**config.mk**
```make
export PLATFORM = sky130hd
export DESIGN_NAME = mult_sequencer
export DESIGN_NICKNAME = d
export VERILOG_FILES = /design/src/rtl/mult_sequencer.sv
export SDC_FILE = /design/constraint.sdc
export NUM_CORES = 1
export LEC_CHECK = 0
export ABC_AREA = 1
export ABC_CLOCK_PERIOD_IN_PS = 3000
export CORE_MARGIN = 2
export CORE_UTILIZATION = 40
export DETAILED_ROUTE_END_ITERATION = 16
export PLACE_DENSITY_LB_ADDON = 0.12
export SLEW_MARGIN = 10
export SYNTH_ARGS = -nofsm -noshare
export SYNTH_HDL_FRONTEND = slang
export SYNTH_SLANG_ARGS = --single-unit
export TNS_END_PERCENT = 50
```
**constraint.sdc**
```tcl
create_clock -name clk -period 3 [get_ports clk]
set_clock_uncertainty 0.05 [all_clocks]
set_input_delay 0.75 -clock clk [delete_from_list [all_inputs] [get_ports clk]]
set_output_delay 0.75 -clock clk [all_outputs]
set_load 0.05 [all_outputs]
```
**src/rtl/mult_sequencer.sv**
```systemverilog
// mult_sequencer: control for the execute-stage iterative multiplier.
// Launches multiplies, owns the architectural HI/LO registers, raises the
// pipeline stall while a multiply is in flight, and aborts a multiply whose
// done pulse never arrives within MAX_CYCLES busy cycles.
module mult_sequencer #(
  parameter int WIDTH      = 32,
  parameter int MAX_CYCLES = 40,
  // Counter width; 2**CNT_W must exceed MAX_CYCLES so the limit is reachable.
  parameter int CNT_W      = 6
) (
  input  logic                 clk,
  input  logic                 reset,
  input  logic                 mult_e,
  input  logic                 mult_sign_e,
  input  logic                 mfhi_d,
  input  logic                 mflo_d,
  input  logic                 mthi_w,
  input  logic                 mtlo_w,
  input  logic [WIDTH-1:0]     wdata_w,
  input  logic                 mult_ready,
  input  logic                 mult_done,
  input  logic [2*WIDTH-1:0]   product,
  output logic                 start_mult,
  output logic                 mult_sign,
  output logic                 stall_mult,
  output logic [WIDTH-1:0]     hi,
  output logic [WIDTH-1:0]     lo,
  output logic                 busy,
  output logic                 timeout_err
);

  // Sequencer states: IDLE waits for a multiply, BUSY waits for its result.
  localparam logic [0:0] ST_IDLE = 1'b0;
  localparam logic [0:0] ST_BUSY = 1'b1;

  // Last counter value a multiply may occupy before it is declared dead.
  localparam logic [CNT_W-1:0] CNT_LAST = CNT_W'(MAX_CYCLES - 1);

  logic [0:0]       state_r;
  logic [0:0]       state_nxt_s;
  logic [CNT_W-1:0] cnt_r;
  logic [WIDTH-1:0] hi_r;
  logic [WIDTH-1:0] lo_r;
  logic             timeout_err_r;

  logic             idle_s;
  logic             busy_s;
  logic             start_s;
  logic             done_s;
  logic             timeout_s;
  logic             hilo_read_s;
  logic             stall_s;

  assign idle_s      = (state_r == ST_IDLE);
  assign busy_s      = (state_r == ST_BUSY);

  // The multiplier is launched only from IDLE while E holds valid operands.
  assign start_s     = idle_s & mult_e & mult_ready;

  // A done pulse outside BUSY is stale (e.g. after a reset) and is ignored.
  assign done_s      = busy_s & mult_done;

  // Give up on the multiply in its MAX_CYCLES-th busy cycle if no done came.
  assign timeout_s   = busy_s & ~mult_done & (cnt_r == CNT_LAST);

  assign hilo_read_s = mfhi_d | mflo_d;

  // Stall sources: a HI/LO read racing a multiply, a second multiply meeting
  // a busy multiplier (held in E), or a multiply waiting for a not-ready unit.
  // Deasserts the cycle after done, when HI/LO already hold the product.
  always_comb begin
    stall_s = 1'b0;
    if (hilo_read_s & (busy_s | start_s)) begin
      stall_s = 1'b1;
    end else if (mult_e & busy_s) begin
      stall_s = 1'b1;
    end else if (idle_s & mult_e & ~mult_ready) begin
      stall_s = 1'b1;
    end else begin
      stall_s = 1'b0;
    end
  end

  // Next-state selection: launch on start, leave BUSY on done or timeout.
  always_comb begin
    state_nxt_s = state_r;
    case (state_r)
      ST_IDLE: begin
        if (start_s) begin
          state_nxt_s = ST_BUSY;
        end else begin
          state_nxt_s = ST_IDLE;
        end
      end
      ST_BUSY: begin
        if (done_s | timeout_s) begin
          state_nxt_s = ST_IDLE;
        end else begin
          state_nxt_s = ST_BUSY;
        end
      end
      default: begin
        state_nxt_s = ST_IDLE;
      end
    endcase
  end

  // State register.
  always_ff @(posedge clk or posedge reset) begin
    if (reset) begin
      state_r <= ST_IDLE;
    end else begin
      state_r <= state_nxt_s;
    end
  end

  // Busy-cycle counter: zero in the first BUSY cycle, +1 for each one after.
  always_ff @(posedge clk or posedge reset) begin
    if (reset) begin
      cnt_r <= '0;
    end else if (start_s) begin
      cnt_r <= '0;
    end else if (busy_s) begin
      cnt_r <= cnt_r + CNT_W'(1);
    end else begin
      cnt_r <= cnt_r;
    end
  end

  // HI/LO update. A completing multiply is younger than any mthi/mtlo in
  // write-back, so its product overrides both registers in a collision.
  always_ff @(posedge clk or posedge reset) begin
    if (reset) begin
      hi_r <= '0;
      lo_r <= '0;
    end else if (done_s) begin
      hi_r <= product[2*WIDTH-1:WIDTH];
      lo_r <= product[WIDTH-1:0];
    end else begin
      if (mthi_w) begin
        hi_r <= wdata_w;
      end else begin
        hi_r <= hi_r;
      end
      if (mtlo_w) begin
        lo_r <= wdata_w;
      end else begin
        lo_r <= lo_r;
      end
    end
  end

  // Sticky timeout flag; only reset clears it.
  always_ff @(posedge clk or posedge reset) begin
    if (reset) begin
      timeout_err_r <= 1'b0;
    end else if (timeout_s) begin
      timeout_err_r <= 1'b1;
    end else begin
      timeout_err_r <= timeout_err_r;
    end
  end

  // The start pulse must be seen by the multiplier in the same cycle the
  // operands sit in E, so it and the sign are driven combinationally.
  assign start_mult  = start_s;
  assign mult_sign   = start_s & mult_sign_e;
  assign stall_mult  = stall_s;
  assign busy        = busy_s;
  assign hi          = hi_r;
  assign lo          = lo_r;
  assign timeout_err = timeout_err_r;

endmodule

```
==> Yosys cells after proc, flatten, opt, wreduce, memory -nomap -nowiden <==
Index checks and enable logic that the tools add are counted.
{ "totals": {"input_bits": 106, "regBits": 72, "elab_cells": 37} }
{ "op_classes": {"n_bitwise": 15, "muxes": 12, "n_eq_ne": 1, "addsub": 1, "reduce_logical": 3} }
{ "op_table": {"columns": ["operator", "count"], "rows": [
  ["$mux W32", 4],
  ["$mux W6", 2],
  ["$and A1 B1 Y1", 9],
  ["$add A6 B1 Y6 const B", 1],
  ["$eq A6 B6 Y1 const B", 1],
  ["$reduce_bool A2 Y1", 3],
  ["$mux W1", 5],
  ["$not A1 Y1", 3],
  ["$or A1 B1 Y1", 3],
  ["$pmux W1 S2", 1]
]} }

==> Depth between registers and ports, before layout <==
{ "logic_depth": {"word_depth": 6, "mapped_depth": 6} }

==> Worst setup path after synthesis <==
Ideal clock, no wire load.
{ "synth_timing": {"kind": "input -> output", "from": "input port mult_ready", "to": "output port stall_mult", "cell_stages": 2, "t_arrival_ns": 1.952, "n_path_buf": 0, "path_slack_ns": 0.248, "cell_sequence": "a21oi_1 > o21ai_0"} }
{ "synth_between": {"elab_chain_len": 5, "word_cells_on_any_way": 8} }
{ "synth_rtl": {"columns": ["item", "line_no", "rtl"], "rows": [
  ["start, declared", "20", "input logic mult_ready,"],
  ["$not A1 Y1", "77", "end else if (idle_s & mult_e & ~mult_ready) begin"],
  ["$and A1 B1 Y1", "77", null],
  ["$mux W1", "77", null],
  ["$mux W1", "75", "end else if (mult_e & busy_s) begin"],
  ["$mux W1 *", "73", "if (hilo_read_s & (busy_s | start_s)) begin"],
  ["end, declared", "25", "output logic stall_mult,"]
]} }
Mark *: on every way between the ends. The rest lies on a longest branch, timed or not.

==> Final worst setup path <==
{ "layout_timing": {"from": "input port mult_e", "to": "output port mult_sign"} }
{ "layout_between": {"elab_chain_len": 3} }
{ "layout_rtl": {"columns": ["item", "line_no", "rtl"], "rows": [
  ["start, declared", "13", "input logic mult_e,"],
  ["$and A1 B1 Y1 (2 in a row)", "58", "assign start_s = idle_s & mult_e & mult_ready;"],
  ["$and A1 B1 Y1", "167", "assign mult_sign = start_s & mult_sign_e;"],
  ["end, declared", "24", "output logic mult_sign,"]
]} }
No other way between the ends.

==> metrics.md <==
| Metric | Value |
|---|---|
| Status | `completed` |
| Slew @ Worst Pin | `approximately 650 ps` |
| Largest net degree at the start of global routing | `67` |
| Worst hold start | `timeout_err` |
| Ant diodes | `0` |
| Met1 GRT Util | `29.4%` |
| Routed via count | `3600` |
| Total global-route track usage | `a little under a quarter` |
| Critical Path Start Type | `primary input` |
| Initial DRC count | `~130` |
| Min-delay worst type | `flip-flop to flip-flop` |
| CTS clk-pin slew, worst paths | `approximately 70 ps` |
| Pwr dens | `around 570 nW/um^2` |
| Max-cap viol count | `0` |
| # rows | `33` |
| Sinks on Clock Net | `slightly above 70` |
| M2 GR Usage | `approximately 37%` |
| Residual overflow from global routing | `0` |
| Static leakage | `approximately 2.6 nW` |
| DP Worst Slack | `approximately 320 ps` |
| Routability congestion estimate from global placement | `0.878` |
| Initial Utilization | `about two fifths` |
| Initial DRT Pass Iterations | `4` |
| R2R setup slack | `between 1000 and 1500 ps` |
| Finish-stage setup viols | `0` |
| Synth cell types | `16` |
| Sequential-to-total area share from yosys stat | `52.2%` |
| RSZ-0062 raised after global routing | `no` |
| Max-Slew Margin vs Limit | `a little under three fifths` |
| Die area | `~9400 um^2` |
| Post-Syn Instances | `between 400 and 500` |
| Fmax | `374 MHz` |
| Via/cell ratio | `4.82` |
| Crit end category | `output pin` |
| Max FO, Critical Path | `7` |
| Post-Route WL | `slightly above 10 mm` |
| Post-layout nets | `744` |
| Cells along the critical path | `clkdlybuf4s50_1, nand3_1, nor2_1, buf_12` |
| Setup TNS | `0 ps` |
| Crit path kind | `primary input to output pin` |
| Cts hold-fix bufs | `0` |
| CTS Buf Count | `9` |
| Syn nets | `between 500 and 600` |
| Period utilisation layout | `89.2%` |
| Share of the synthesized area in the top cell type | `a little over half` |
| Yosys Warn Count | `0` |
| PnR worst setup slack | `around 320 ps` |
| Global routing's busiest layer | `met2` |
| Share of cells above drive strength 1 | `about 4.5%` |
| Synthesized area | `3450 um^2` |
| TritonCTS clock tree | `built` |
| Area grow syn2layout | `58.9%` |
| Required @ worst endpoint | `2200 ps` |
| First-pass GRT wire length | `17.6 mm` |
| Crit path from | `mult_e` |
| Flops & latches, synth | `just over 70` |
| Fin. max-slew vios | `0` |
| Arrival @ worst endpoint | `between 1500 and 2000 ps` |
| Delay of the slowest cell on the worst path | `510 ps` |
| Tmin final | `about 2700 ps` |
| DIE HEIGHT | `about 97 um` |
| Root Buffer | `clkbuf_8` |
| DR WL/cell | `around 14 um` |
| Port Buf Inserts | `174` |
| Synth top area cells | `dfrtp_1 (52%), nand2_1 (23%), nand3_1 (9.9%)` |
| Clk_lat worst skew | `340 ps` |
| Vias in the first global route | `about 3600` |
| Post-route DRC | `0` |
| Final hold vios | `0` |
| Width of the die | `roughly 97 um` |
| Initial antenna violation count | `0` |
| Global-route met3 utilization | `6.65%` |
| CORE AREA | `roughly 8300 um^2` |
| Worst path top cell family by delay | `buffers and inverters` |
| Num ports | `175` |
| H-tree depth | `3` |
| Post-cts resize count | `0` |
| Bufs and invs on worst path | `2` |
| Antenna Nets Post-Route | `0` |
| Synth area leader | `dfrtp_1` |
| Max VDD drop | `about 0.27 mV` |
| Mean Syn Cell Area | `7.37 um^2` |
| Clk buf depth | `2` |
| Post-DP HPWL | `between 7 and 8 mm` |
| Critical-path top delay cell | `clkdlybuf4s50_1` |
| Reg-to-Reg Start | `busy` |
| Post-CTS Setup Inserts | `0` |
| Utilization after layout | `66.1%` |
| Fill cells | `~730` |
cell usage in the layout (no fill, tap or decap), types with 3 or more instances in the layout:
cell | netlist | layout
a21oi_1 | 3 | 3
buf_12 | 0 | 4
buf_4 | 0 | 7
clkbuf_8 | 0 | 11
clkdlybuf4s50_1 | 0 | 171
dfrtp_1 | 72 | 72
inv_1 | 40 | 39
nand2_1 | 208 | 208
nand3_1 | 68 | 68
nor2_1 | 43 | 43
o21ai_0 | 4 | 4
cell usage after synthesis:
master / n
clkbuf_1: 6
nand3_1: 68
buf_6: 5
inv_2: 1
dfrtp_1: 72
o21ai_0: 4
nand2_1: 208
inv_1: 40
buf_2: 11
nand4_1: 1
nor2_2: 2
a21oi_1: 3
buf_1: 2
ha_1: 1
nor3_1: 1
nor2_1: 43
final timing paths:
| check | end | depth (start not counted) |
|---|---|---|
| max in group asynchronous | lo[13] | 3 |
| min | timeout_err | 2 |
| min reg2reg | timeout_err | 2 |
| min in group asynchronous | cnt_r[2] | 2 |
| max reg2reg | lo[8] | 6 |
| max | mult_sign | 4 |
cell type report:
type                       instances  area, um^2  share of cell area (%)
multi-input combinational        331        1350                    24.7
clock inverter                     3        40.0                   0.730
tap                              105         131                    2.40
inverter                          41         154                    2.81
clock buffer                      13         159                    2.90
timing repair buffer             182        1840                    33.6
sequential                        72        1800                    32.9
sequential cells by signal (all words and copies together) (netlist names):
name	count
lo	32
busy	1
cnt_r	6
timeout_err	1
hi	32
routing by layer:
| metal | up-vias | wire length (um) |
|---|---|---|
| met3 | 12 | 780 |
| li1 | 1771 | - |
| met5 | - | 0 |
| met1 | 1677 | 4390 |
| met2 | 140 | 5050 |
| met4 | 0 | 167 |
worst reg2reg max path, cell delays in order, from the launching register on:
cell     delay, ps
dfrtp_1        470
nand2_1        120
inv_2           60
nor2_2         490
buf_4          360
nand2_1         90
nand3_1         90
report_power, final:
| group | internal [W] | switching, W | total, W |
|---|---|---|---|
| Combinational | 0.000435 | 0.000741 | 0.00118 |
| Clock | 0.000428 | 0.000343 | 0.000771 |
| Sequential | 0.00111 | 0.0000850 | 0.00119 |
| Total | 0.00197 | 0.00117 | 0.00314 |
per-stage QoR:
stage,total power [W],instances,instance area (um^2),hold slack (ps)
global route,0.00330,747,5480,462
CTS,0.00317,747,5480,428
floorplan,0.00190,468,3450,418
detailed placement,0.00239,731,5290,401
finish,0.00314,747,5480,425
global placement,0.00237,731,5290,407
cell families (layout without fill, tap and decap cells):
| logic type | after synthesis | in the layout | share of synthesized area, % |
|---|---|---|---|
| simple gates | 323 | 323 | 37.9 |
| flops | 72 | 72 | 52.2 |
| buf+inv | 65 | 239 | 8.56 |
| compound gates | 7 | 7 | 1.02 |
| fa+ha+maj | 1 | 1 | 0.363 |
No activity file was read; power rests on OpenSTA's default activity.
